## src/rtl/uart_pkg.sv

```systemverilog
// Shared definitions for the memory-mapped UART transmitter: FSM states and
// register window offsets.
package uart_pkg;

    typedef enum logic [1:0] {
        ST_IDLE,
        ST_START,
        ST_DATA,
        ST_STOP
    } tx_state_t;

    localparam logic [31:0] TXDATA_OFS = 32'd0;
    localparam logic [31:0] STATUS_OFS = 32'd4;

endpackage

```

## src/rtl/sync_fifo.sv

```systemverilog
// Single-clock FIFO with occupancy count; pointers wrap naturally because the
// depth is a power of two.
module sync_fifo #(
    parameter int WIDTH = 8,
    parameter int DEPTH = 8
) (
    input  logic                       clk,
    input  logic                       reset,
    input  logic                       push,
    input  logic [WIDTH-1:0]           din,
    input  logic                       pop,
    output logic [WIDTH-1:0]           dout,
    output logic                       full,
    output logic                       empty,
    output logic [$clog2(DEPTH):0]     count
);

    localparam int AW = $clog2(DEPTH);

    logic [WIDTH-1:0] mem [DEPTH];
    logic [AW-1:0]    wptr, rptr;
    logic             do_push, do_pop;

    assign full    = (count == (AW+1)'(DEPTH));
    assign empty   = (count == '0);
    assign do_push = push && !full;
    assign do_pop  = pop && !empty;
    assign dout    = mem[rptr];

    // Storage carries no reset; the pointers alone define validity.
    always_ff @(posedge clk) begin
        if (do_push) mem[wptr] <= din;
    end

    always_ff @(posedge clk or posedge reset) begin
        if (reset) begin
            wptr  <= '0;
            rptr  <= '0;
            count <= '0;
        end else begin
            if (do_push) wptr <= wptr + AW'(1);
            if (do_pop)  rptr <= rptr + AW'(1);
            case ({do_push, do_pop})
                2'b10:   count <= count + (AW+1)'(1);
                2'b01:   count <= count - (AW+1)'(1);
                default: count <= count;
            endcase
        end
    end

endmodule

```

## src/rtl/mmio_uart_tx.sv

```systemverilog
// Memory-mapped 8N1 UART transmitter: TXDATA/STATUS register window feeding a
// byte FIFO drained by a bit-timing FSM with a registered serial output.
module mmio_uart_tx
    import uart_pkg::*;
#(
    parameter int          CLKS_PER_BIT = 16,
    parameter int          FIFO_DEPTH   = 8,
    parameter logic [31:0] BASE_ADDR    = 32'h0000_0100
) (
    input  logic        clk,
    input  logic        reset,
    input  logic        memwrite,
    input  logic [31:0] dataadr,
    input  logic [31:0] writedata,
    output logic [31:0] readdata,
    output logic        sel,
    output logic        txd
);

    localparam int CW = (CLKS_PER_BIT > 1) ? $clog2(CLKS_PER_BIT) : 1;
    localparam int AW = $clog2(FIFO_DEPTH);

    tx_state_t     state, state_n;
    logic [CW-1:0] cnt, cnt_n;
    logic [2:0]    bitidx, bitidx_n;
    logic [7:0]    shift, shift_n;
    logic          txd_n;
    logic          ovf;

    logic [31:0]   ofs;
    logic          hit_tx, hit_st;
    logic          push, pop, full, empty, busy, cnt_last;
    logic [7:0]    head;
    logic [AW:0]   count;
    logic          unused;

    assign ofs    = {dataadr[31:2], 2'b00} - BASE_ADDR;
    assign hit_tx = (ofs == TXDATA_OFS);
    assign hit_st = (ofs == STATUS_OFS);
    assign sel    = hit_tx || hit_st;
    assign push   = memwrite && hit_tx && !full;
    assign busy   = (state != ST_IDLE);
    assign unused = ^{writedata[31:8], dataadr[1:0]};

    always_comb begin
        readdata = '0;
        if (hit_st)
            readdata = {16'h0, 8'(count), 4'h0, ovf, busy, empty, full};
    end

    sync_fifo #(.WIDTH(8), .DEPTH(FIFO_DEPTH)) u_fifo (
        .clk   (clk),
        .reset (reset),
        .push  (push),
        .din   (writedata[7:0]),
        .pop   (pop),
        .dout  (head),
        .full  (full),
        .empty (empty),
        .count (count)
    );

    // A store that finds the FIFO full is lost even if a pop frees a slot on
    // the same edge; OVF remembers it until software writes STATUS.
    always_ff @(posedge clk or posedge reset) begin
        if (reset)                                ovf <= 1'b0;
        else if (memwrite && hit_tx && full)      ovf <= 1'b1;
        else if (memwrite && hit_st)              ovf <= 1'b0;
    end

    always_ff @(posedge clk or posedge reset) begin
        if (reset) begin
            state  <= ST_IDLE;
            cnt    <= '0;
            bitidx <= '0;
            shift  <= '0;
            txd    <= 1'b1;
        end else begin
            state  <= state_n;
            cnt    <= cnt_n;
            bitidx <= bitidx_n;
            shift  <= shift_n;
            txd    <= txd_n;
        end
    end

    assign cnt_last = (cnt == CW'(CLKS_PER_BIT - 1));

    // txd_n is the line level for the state being entered, so txd changes
    // on the same edge as the state.
    always_comb begin
        state_n  = state;
        cnt_n    = cnt;
        bitidx_n = bitidx;
        shift_n  = shift;
        txd_n    = txd;
        pop      = 1'b0;
        case (state)
            ST_IDLE: begin
                txd_n = 1'b1;
                if (!empty) begin
                    pop     = 1'b1;
                    shift_n = head;
                    cnt_n   = '0;
                    state_n = ST_START;
                    txd_n   = 1'b0;
                end
            end
            ST_START: begin
                cnt_n = cnt + CW'(1);
                if (cnt_last) begin
                    cnt_n    = '0;
                    bitidx_n = '0;
                    state_n  = ST_DATA;
                    txd_n    = shift[0];
                end
            end
            ST_DATA: begin
                cnt_n = cnt + CW'(1);
                if (cnt_last) begin
                    cnt_n = '0;
                    if (bitidx == 3'd7) begin
                        state_n = ST_STOP;
                        txd_n   = 1'b1;
                    end else begin
                        shift_n  = {1'b0, shift[7:1]};
                        bitidx_n = bitidx + 3'd1;
                        txd_n    = shift[1];
                    end
                end
            end
            ST_STOP: begin
                cnt_n = cnt + CW'(1);
                if (cnt_last) begin
                    cnt_n   = '0;
                    state_n = ST_IDLE;
                    txd_n   = 1'b1;
                end
            end
            default: begin
                state_n = ST_IDLE;
                txd_n   = 1'b1;
            end
        endcase
    end

endmodule

```

## config.mk

```make
export PLATFORM = sky130hd
export DESIGN_NAME = mmio_uart_tx
export DESIGN_NICKNAME = d
export VERILOG_FILES = /design/src/rtl/uart_pkg.sv /design/src/rtl/sync_fifo.sv /design/src/rtl/mmio_uart_tx.sv
export SDC_FILE = /design/constraint.sdc
export NUM_CORES = 1
export LEC_CHECK = 0
export ABC_AREA = 1
export CAP_MARGIN = 20
export CORE_ASPECT_RATIO = 0.5
export CORE_MARGIN = 5
export CORE_UTILIZATION = 40
export CTS_CLUSTER_SIZE = 40
export DETAILED_ROUTE_END_ITERATION = 16
export HOLD_SLACK_MARGIN = 0.08
export PLACE_DENSITY = 0.72
export SETUP_SLACK_MARGIN = 0.3
export SLEW_MARGIN = 20
export SYNTH_ARGS = -nofsm -noshare
export SYNTH_HDL_FRONTEND = slang
export SYNTH_SLANG_ARGS = --single-unit
```

## constraint.sdc

```tcl
create_clock -name clk -period 6.3 [get_ports clk]
set_input_delay 1.575 -clock clk [delete_from_list [all_inputs] [get_ports clk]]
set_output_delay 1.575 -clock clk [all_outputs]
set_load 0.03 [all_outputs]
```

==> results of run 1 <==
[metrics by stage]
step	total power, W	hold WS (ns)	setup slack (ns)	instances	cell area [um^2]
6_report	0.00134	0.489	0.583	797	6020
2_1_floorplan	0.000721	0.453	1.64	587	5120
3_3_place_gp	0.000750	0.467	0.594	781	5680
5_1_grt	0.00138	0.523	0.317	797	6020
3_5_place_dp	0.000751	0.477	0.564	781	5680
4_1_cts	0.00135	0.488	0.558	797	6020
[routing by layer]
| layer | global-route usage (%) | vias to the layer above |
|---|---|---|
| met2 | 25.7 | 127 |
| met1 | 17.3 | 1810 |
| met5 | 0 | - |
| met4 | 4.49 | 0 |
| li1 | - | 1964 |
| met3 | 2.74 | 15 |
[logic make-up after synthesis]
group	Yosys count
simple gates	274
compound gates	98
flops	93
buf+inv	77
fa+ha+maj	12
xor+xnor	9
other cells	1
[worst max-delay path, delay by kind of cell]
kind	cells	cell delay, ns
simple gates	11	1.42
buf+inv	2	1.14
[layout make-up]
| class | count | area [um^2] |
|---|---|---|
| flip-flops and latches | 93 | 2650 |
| multi-input cells | 417 | 2090 |
| fillers | 1161 | 6460 |
| inverters | 41 | 154 |
| clock inverters | 7 | 114 |
| repair buffers | 60 | 576 |
| well taps | 170 | 213 |
| clock buffers | 9 | 225 |
[registers in the layout (all words and copies together), names as in the netlist]
signal        flops
ovf               1
u_fifo.wptr       3
cnt               4
u_fifo.rptr       3
shift             8
u_fifo.count      4
txd               1
bitidx            3
state             2
u_fifo.mem       64
[cells in the mapped netlist, types with 2 or more instances]
| cell type | instances | area share (%) |
|---|---|---|
| nand3b_1 | 7 | 1.0 |
| buf_4 | 24 | 3.6 |
| o21ai_1 | 3 | 0.30 |
| a21oi_1 | 21 | 2.1 |
| nand4_1 | 2 | 0.25 |
| nand2_2 | 7 | 0.87 |
| inv_1 | 40 | 3.0 |
| edfxtp_1 | 64 | 38 |
| o21ai_0 | 53 | 5.3 |
| dfrtp_1 | 28 | 14 |
| clkbuf_1 | 11 | 0.82 |
| nor2_2 | 15 | 1.9 |
| nor3_1 | 11 | 1.1 |
| xnor2_1 | 4 | 0.70 |
| nand3_1 | 24 | 2.4 |
| o22ai_1 | 17 | 2.1 |
| nor3_2 | 3 | 0.60 |
| nand2_1 | 109 | 8.1 |
| ha_1 | 12 | 3.0 |
| nor2_1 | 88 | 6.6 |
| xor2_1 | 5 | 0.87 |
| nor2_4 | 2 | 0.45 |
[report_power, final]
| part | switching [W] | total, W | internal, W |
|---|---|---|---|
| logic | 0.0000532 | 0.0000843 | 0.0000312 |
| registers | 0.00000000000217 | 0.000654 | 0.000654 |
| clock network | 0.000219 | 0.000604 | 0.000385 |
| total | 0.000272 | 0.00134 | 0.00107 |
[worst max-delay path by stage]
stage | startpoint | endpoint | slack [ns] | cells after the start
4_1_cts | dataadr[9] | readdata[0] | 0.56 | 13
6_report | dataadr[9] | readdata[0] | 0.58 | 13
3_5_place_dp | dataadr[9] | readdata[0] | 0.56 | 13
5_1_grt | dataadr[18] | readdata[9] | 0.32 | 13
3_3_place_gp | dataadr[13] | readdata[0] | 0.59 | 13
2_1_floorplan | dataadr[13] | readdata[10] | 1.64 | 11
==> impl_metrics.ini, run 1 <==
[logic_synthesis]
synth_edf_count = 64
synth_xor_xnor_area_share_pct = 1.57
synth_cells = 564
synth-main-ff-cell = edfxtp_1
synth_top_family_by_area = simple AND/OR/NAND/NOR gates
yosysWarnings = 0
synth_compound_area_share_pct = 10.4
synth_area_per_cell_um2 = 8.93
synth_fa_ha_area_share_pct = 2.98
synthSimpleGateAreaFrac_pct = 24.8
async_reset_ff_share_pct = 31.2
yosysSeqAreaShare_pct = 52.6
ys_ff_latch = 93
syn-cell-area_um2 = 5040
muxShareOfSynthArea_pct = 0
ys_types = 36

[setup_path]
r2r_slack_ns = 3.69
arrival_ns = 4.14
crit_chain = clkdlybuf4s50_1 > nor2_2 > nand2_2 > nor2_8 > nand2_1 > nand2_1 > nand2_1 > nor2_2 > nand2_1 > nor3_1 > nand2_2 > nor3_2 > clkdlybuf4s50_1
start_kind = input pin
critPathKind = in -> out
cp_max_fo = 9
slowest_stage = clkdlybuf4s50_1
crit_top_cell = nand2_1
reg2reg_depth = 12
max_stage_delay_ns = 0.68
required_ns = 4.72
r2r_start = state[0]$_DFFE_PP0P_
r2r-end = u_fifo.count[2]$_DFFE_PP0P_
end_kind = output pin

[global_route]
grt_pass1_wl_mm = 16.9
antenna_found_initial = 0
grt_max_degree = 36
overflow = 0
grt_pass1_vias = 3588
track_usage_pct = 14.1

[clocking]
cts_resized = 0
cts_tree = done
clk_root_buffer_cell = clkbuf_16
numCtsBuffers = 9
post_cts_buffers = 0
hold_buffers = 0
clock_latency_ns = 0.34
clockBufferDepth = 2
cts.sinks = 93
clkTransAtPathRegs_ns = 0.07
cts.htree.levels = 3

[detailed_routing]
detail-route-antenna-nets = 0
drt_iter0_markers = 223
avgViaCountPerCell = 4.91
drtPass1Iterations = 5
routed.top_layer = met4
vias = 3916
wl_met3_um = 701
drt-met1-wl_mm = 4.74
wl_per_cell_um = 13.4
wl_met2_mm = 5.05
drc_errors = 0
drt_wl_total_mm = 10.7

[timing]
hold_viol_final = 0
slew_headroom_pct = 38.7
tightest_slew_ns = 0.919
skew_ns = 0.00913
layout_worst_path_cycle_share_pct = 90.7
rsz0062_at_grt = false
fmax_mhz = 175
final_max_slew_viol_count = 0
min_period_ns = 5.72
report.final.setup_viol = 0
finalSetupTns_ns = 0

[power_and_ir_drop]
ir_drop_mv = 0.172
power_leakage_nw = 2.33
power_per_cell_area_nw_per_um2 = 223

[layout]
drive_gt1_share_pct = 9.09
fin_nets = 701
final_common_cell = nand2_1
final_cell_mix = nand2_1 (109), nor2_1 (88), edfxtp_1 (64), o21ai_0 (53), clkdlybuf4s50_1 (50)
syn2layout_area_growth_pct = 19.6
fin_util_pct = 48.3
antenna_cells = 0

[floorplanning]
start_util_pct = 40.3
core_area_um2 = 12500
dieArea_um2 = 15100
io-pin-count = 101
die_w_um = 169
die_y_um = 89.3
num_rows = 29

[hold_path]
hp-class = reg -> reg
holdPathEnd = txd$_DFFE_PP1P_
min_delay_path_depth = 2
hp-start = txd$_DFFE_PP1P_

[placement]
routabilityCongestion = 0.906
port-buffer-count = 50
hpwlAfterDp_mm = 7.48

[run]
maxCapViolCount = 0

[outcome]
status = complete, no violations
Note: power is estimated with default switching activity, not from simulation.
==> run 2, diff against run 1 <==
--- a/config.mk
+++ b/config.mk
@@ -12,8 +12,9 @@
 export CORE_UTILIZATION = 40
 export CTS_CLUSTER_SIZE = 40
 export DETAILED_ROUTE_END_ITERATION = 16
+export DONT_BUFFER_PORTS = 1
 export HOLD_SLACK_MARGIN = 0.08
-export PLACE_DENSITY = 0.72
+export PLACE_DENSITY = 0.61
 export SETUP_SLACK_MARGIN = 0.3
 export SLEW_MARGIN = 20
 export SYNTH_ARGS = -nofsm -noshare
==> run 2 against run 1 <==
  * First-iteration DRC count is 13% lower
  * Count of clock-buffer cells in the layout unchanged
  * Die area did not move
  * Critical path depth fell by 2
  * Clock skew shrank 0.0045 ns
  * Sequential cell count unchanged
  * Power shrank 2.0%
  * Register-to-register slack improved by 0.03 ns
  * Setup slack better by 0.80 ns
  * Global-route usage grew 0.16 points
  * Via count decreased by 6.5%
  * Critical path type unchanged
==> impl_metrics.ini, run 2 (synthesized netlist as in run 1, its figures left out) <==
[floorplanning]
die_y_um = 89.3
core_area_um2 = 12500
io-pin-count = 101
start_util_pct = 40.3
num_rows = 29
die_w_um = 169
dieArea_um2 = 15100

[clocking]
numCtsBuffers = 9
cts.htree.levels = 3
cts.sinks = 93
hold_buffers = 0
clock_latency_ns = 0.33
clkTransAtPathRegs_ns = 0.06
cts_tree = done
post_cts_buffers = 0
cts_resized = 0
clk_root_buffer_cell = clkbuf_16
clockBufferDepth = 2

[global_route]
overflow = 0
use_met2_pct = 23.4
grt_max_degree = 36
grt_pass1_vias = 3394
met1_usage_pct = 18.9
globalRoute.busiestLayer = met2
grt_pass1_wl_mm = 16.9
antenna_found_initial = 0
use_met3_pct = 4.11
track_usage_pct = 14.3

[layout]
fin_util_pct = 44.3
largest_reg_flops = 64
reg_top3 = u_fifo.mem: 64 flops, shift: 8 flops
syn2layout_area_growth_pct = 9.79
fillers = 1199
drive_gt1_share_pct = 10.2
final_cell_mix = nand2_1 (109), nor2_1 (88), edfxtp_1 (64), o21ai_0 (53), inv_1 (40)
fin_nets = 651
top_register = u_fifo.mem
final_common_cell = nand2_1
antenna_cells = 0

[timing]
min_period_ns = 4.92
rsz0062_at_grt = false
tightest_slew_ns = 0.940
report.final.setup_viol = 0
slew_headroom_pct = 37.2
final_max_slew_viol_count = 0
hold_viol_final = 0
layout_worst_path_cycle_share_pct = 78.1
fmax_mhz = 203
finalSetupTns_ns = 0
skew_ns = 0.00467

[outcome]
status = complete, no violations

[detailed_routing]
wl_per_cell_um = 14.1
drt_iter0_markers = 195
drc_errors = 0
drt_wl_total_mm = 10.5
drtPass1Iterations = 4
detail-route-antenna-nets = 0
vias = 3660
avgViaCountPerCell = 4.90

[run]
maxCapViolCount = 0

[power_and_ir_drop]
ir_drop_mv = 0.130
power_leakage_nw = 2.14
power_per_cell_area_nw_per_um2 = 238

[setup_path]
end_kind = output pin
start_kind = input pin
critPathKind = in -> out
arrival_ns = 3.35
cp_max_fo = 9
required_ns = 4.72

[hold_path]
hp-class = reg -> reg

[placement]
port-buffer-count = 0
hpwlAfterDp_mm = 7.47
routabilityCongestion = 0.797
run 2: cell types whose count changed in the layout (fill, tap and decap cells not counted), sizes merged:
cell           before  now
inv                40   42
clkdlybuf4s50      50    0
clkinv              4    1
clkinvlp            1    2
run 2: cell type report:
| class | count | area, um^2 | share of cell area (%) |
|---|---|---|---|
| Multi-Input combinational cell | 417 | 2090 | 37.9 |
| Clock buffer | 9 | 225 | 4.07 |
| Inverter | 41 | 154 | 2.78 |
| Timing Repair Buffer | 10 | 75.1 | 1.36 |
| Tap cell | 170 | 213 | 3.85 |
| Clock inverter | 7 | 120 | 2.17 |
| Sequential cell | 93 | 2650 | 47.9 |
run 2: path summary, 6_finish.rpt:
| path | slack (ns) | depth (start not counted) | end | start |
|---|---|---|---|---|
| max in group asynchronous | 4.79 | 2 | txd$_DFFE_PP1P_ | reset |
| min | 0.49 | 2 | shift[7]$_DFFE_PP0P_ | shift[7]$_DFFE_PP0P_ |
| min in group asynchronous | 1.20 | 2 | cnt[2]$_DFFE_PP0N_ | reset |
| max reg2reg | 3.72 | 12 | u_fifo.count[2]$_DFFE_PP0P_ | state[0]$_DFFE_PP0P_ |
| min reg2reg | 0.49 | 2 | shift[7]$_DFFE_PP0P_ | shift[7]$_DFFE_PP0P_ |
| max | 1.38 | 11 | readdata[3] | dataadr[8] |
run 2: metrics by stage:
step                      power [W]  cells  hold WS, ns  instance area (um^2)  setup slack [ns]
final                       0.00132    747        0.488                  5530              1.38
after global routing        0.00136    747        0.519                  5530              1.11
after CTS                   0.00133    747        0.493                  5530              1.34
after detailed placement   0.000715    731        0.477                  5180              1.34
after global placement     0.000714    731        0.468                  5180              1.36
after floorplan            0.000721    587        0.453                  5120              1.64
run 2: per-layer routing:
layer	part of all wire, %	vias up
met4	0.92	0
met3	9.3	9
met5	0	-
met2	44	123
met1	46	1656
li1	-	1872
run 2: critical path: stages:
cell and delay [ns]:
inv_1 0.11, nand2_2 0.11, nor2_8 0.17, nand2_1 0.07, nand2_1 0.06, nand2_1 0.06
nor2_2 0.10, nand2_1 0.10, nor3_1 0.29, nand2_2 0.20, nor2_1 0.48
run 2: power by group:
group	leakage (nW)	switching, W	total [W]	internal [W]
registers	0.937	0.00000000000233	0.000654	0.000654
clock network	0.163	0.000225	0.000615	0.000389
logic	1.04	0.0000378	0.0000477	0.00000988
==> run 3, diff against run 2 <==
--- a/config.mk
+++ b/config.mk
@@ -14,7 +14,7 @@
 export DETAILED_ROUTE_END_ITERATION = 16
 export DONT_BUFFER_PORTS = 1
 export HOLD_SLACK_MARGIN = 0.08
-export PLACE_DENSITY = 0.61
+export PLACE_DENSITY = 0.63
 export SETUP_SLACK_MARGIN = 0.3
 export SLEW_MARGIN = 20
 export SYNTH_ARGS = -nofsm -noshare
==> constraint.sdc (replaced) <==
create_clock -name clk -period 4.5 [get_ports clk]
set_input_delay 1.125 -clock clk [delete_from_list [all_inputs] [get_ports clk]]
set_output_delay 1.125 -clock clk [all_outputs]
set_load 0.03 [all_outputs]
==> run 3 against run 2 <==
  * Critical path depth did not move
  * Setup slack got worse by 0.77 ns
  * Routed wire length fell by 1.8%
  * Die area did not move
  * Power rose by 39%
  * Core utilization rose by 0.43 points
  * First-iteration DRC count rose by 2.1%
  * Clock skew rose by 0.0062 ns
  * Sequential power rose by 40%
  * Count of clock-buffer cells in the layout rose by 1
  * Non-clock buffer count rose by 7
  * Critical path type unchanged
  * Largest cell class unchanged
==> impl_metrics.ini, run 3 (synthesized netlist as in run 1, its figures left out) <==
[outcome]
status = complete, no violations

[setup_path]
required_ns = 3.38
critPathKind = in -> out
start_kind = input pin
end_kind = output pin
max_stage_delay_ns = 0.34
slowest_stage = nor3_4
arrival_ns = 2.77
cp_max_fo = 9
crit_chain = nor2_1 > nand2_2 > nor2_8 > nand2_1 > nand2_1 > nand2_1 > nor2_2 > nand2_1 > nor3_1 > nand2_2 > nor3_4
crit_top_cell = nand2_1

[clocking]
clk_root_buffer_cell = clkbuf_16
hold_buffers = 0
clock_latency_ns = 0.33
cts.htree.levels = 3
clkTransAtPathRegs_ns = 0.06
cts_resized = 0
post_cts_buffers = 0
numCtsBuffers = 9
clockBufferDepth = 2
cts.sinks = 93
cts_tree = done

[layout]
drive_gt1_share_pct = 11.1
largest_reg_flops = 64
seqCellArea_um2 = 2650
fin_util_pct = 44.7
syn2layout_area_growth_pct = 10.9
antenna_cells = 0
fillers = 1224
final_common_cell = nand2_1
stdcell_area_um2 = 5580
top_register = u_fifo.mem
reg_top3 = u_fifo.mem: 64 flops, shift: 8 flops
fin_nets = 658
finalNonFillerCells = 754
final_cell_mix = nand2_1 (109), nor2_1 (88), edfxtp_1 (64), o21ai_0 (53), inv_1 (40)
multi_input_area_um2 = 2100

[hold_path]
hp-class = reg -> reg

[floorplanning]
die_w_um = 169
io-pin-count = 101
start_util_pct = 40.3
die_y_um = 89.3
core_area_um2 = 12500
dieArea_um2 = 15100
num_rows = 29

[run]
maxCapViolCount = 0

[timing]
finalSetupTns_ns = 0
report.final.setup_viol = 0
final_max_slew_viol_count = 0
layout_worst_path_cycle_share_pct = 86.5
hold_viol_final = 0
whs_ns = 0.492
min_period_ns = 3.89
rsz0062_at_grt = false
tightest_slew_ns = 0.942
slew_headroom_pct = 37.1
fmax_mhz = 257
skew_ns = 0.0109

[power_and_ir_drop]
power_per_cell_area_nw_per_um2 = 327
power_leakage_nw = 2.18
comb_power_share_pct = 3.7
seq_power_share_pct = 50.2
ir_drop_mv = 0.189
power.switching_w = 0.000352
clkPwrFrac_pct = 46.1
intPower_w = 0.00147
swShare_pct = 19.3

[detailed_routing]
wl_per_cell_um = 13.7
drt_wl_total_mm = 10.4
avgViaCountPerCell = 4.95
wl_met2_mm = 4.62
drt-met1-wl_mm = 4.91
detail-route-antenna-nets = 0
wl_met3_um = 773
drt_iter0_markers = 199
vias = 3733
drc_errors = 0
drtPass1Iterations = 4
routed.top_layer = met4

[global_route]
grt_max_degree = 35
grt_pass1_vias = 3488
grt_pass1_wl_mm = 17.2
overflow = 0
antenna_found_initial = 0
track_usage_pct = 14.2

[placement]
place_inst = 738
port-buffer-count = 0
routabilityCongestion = 0.831
hpwlAfterDp_mm = 7.47
post_dp_cell_area_um2 = 5240
-- run 3: metrics by stage --
step	setup slack, ns	power [W]
4_1_cts	0.451	0.00184
2_1_floorplan	0.740	0.00101
5_1_grt	0.351	0.00188
3_3_place_gp	0.489	0.00100
3_5_place_dp	0.459	0.00100
6_report	0.607	0.00182
-- run 3: final cells by class --
class	instances	area share, %
Clock inverter	6	1.99
Sequential cell	93	47.4
Clock buffer	10	4.10
Multi-Input combinational cell	417	37.6
Tap cell	170	3.81
Timing Repair Buffer	17	2.29
Inverter	41	2.76
-- run 3: layer usage --
metal	track usage, %	up-vias
li1	-	1884
met1	19.1	1724
met2	24.0	123
met3	3.27	2
met4	3.17	0
met5	0	-
-- run 3: power by group through the flow --
stage	sequential [W]	clock [W]	combinational (W)
5_1_grt	0.000916	0.000890	0.0000739
3_5_place_dp	0.000934	0	0.0000665
2_1_floorplan	0.000934	0	0.0000755
4_1_cts	0.000916	0.000857	0.0000667
6_report	0.000916	0.000842	0.0000666
3_3_place_gp	0.000934	0	0.0000662
-- run 3: worst max-delay path: cells and delay by family --
| family | cells | cell delay, ns |
|---|---|---|
| simple gates | 11 | 1.65 |
-- run 3: final timing paths --
check / from / endpoint / slack (ns) / depth (start not counted)
hold / removal: shift[4]$_DFFE_PP0P_ / shift[4]$_DFFE_PP0P_ / 0.49 / 2
setup / recovery: dataadr[12] / readdata[0] / 0.61 / 11
setup reg to reg: state[0]$_DFFE_PP0P_ / u_fifo.count[2]$_DFFE_PP0P_ / 1.89 / 12
hold reg to reg: shift[4]$_DFFE_PP0P_ / shift[4]$_DFFE_PP0P_ / 0.49 / 2
max in group asynchronous: reset / txd$_DFFE_PP1P_ / 3.43 / 2
min in group asynchronous: reset / u_fifo.count[1]$_DFFE_PP0P_ / 0.75 / 2
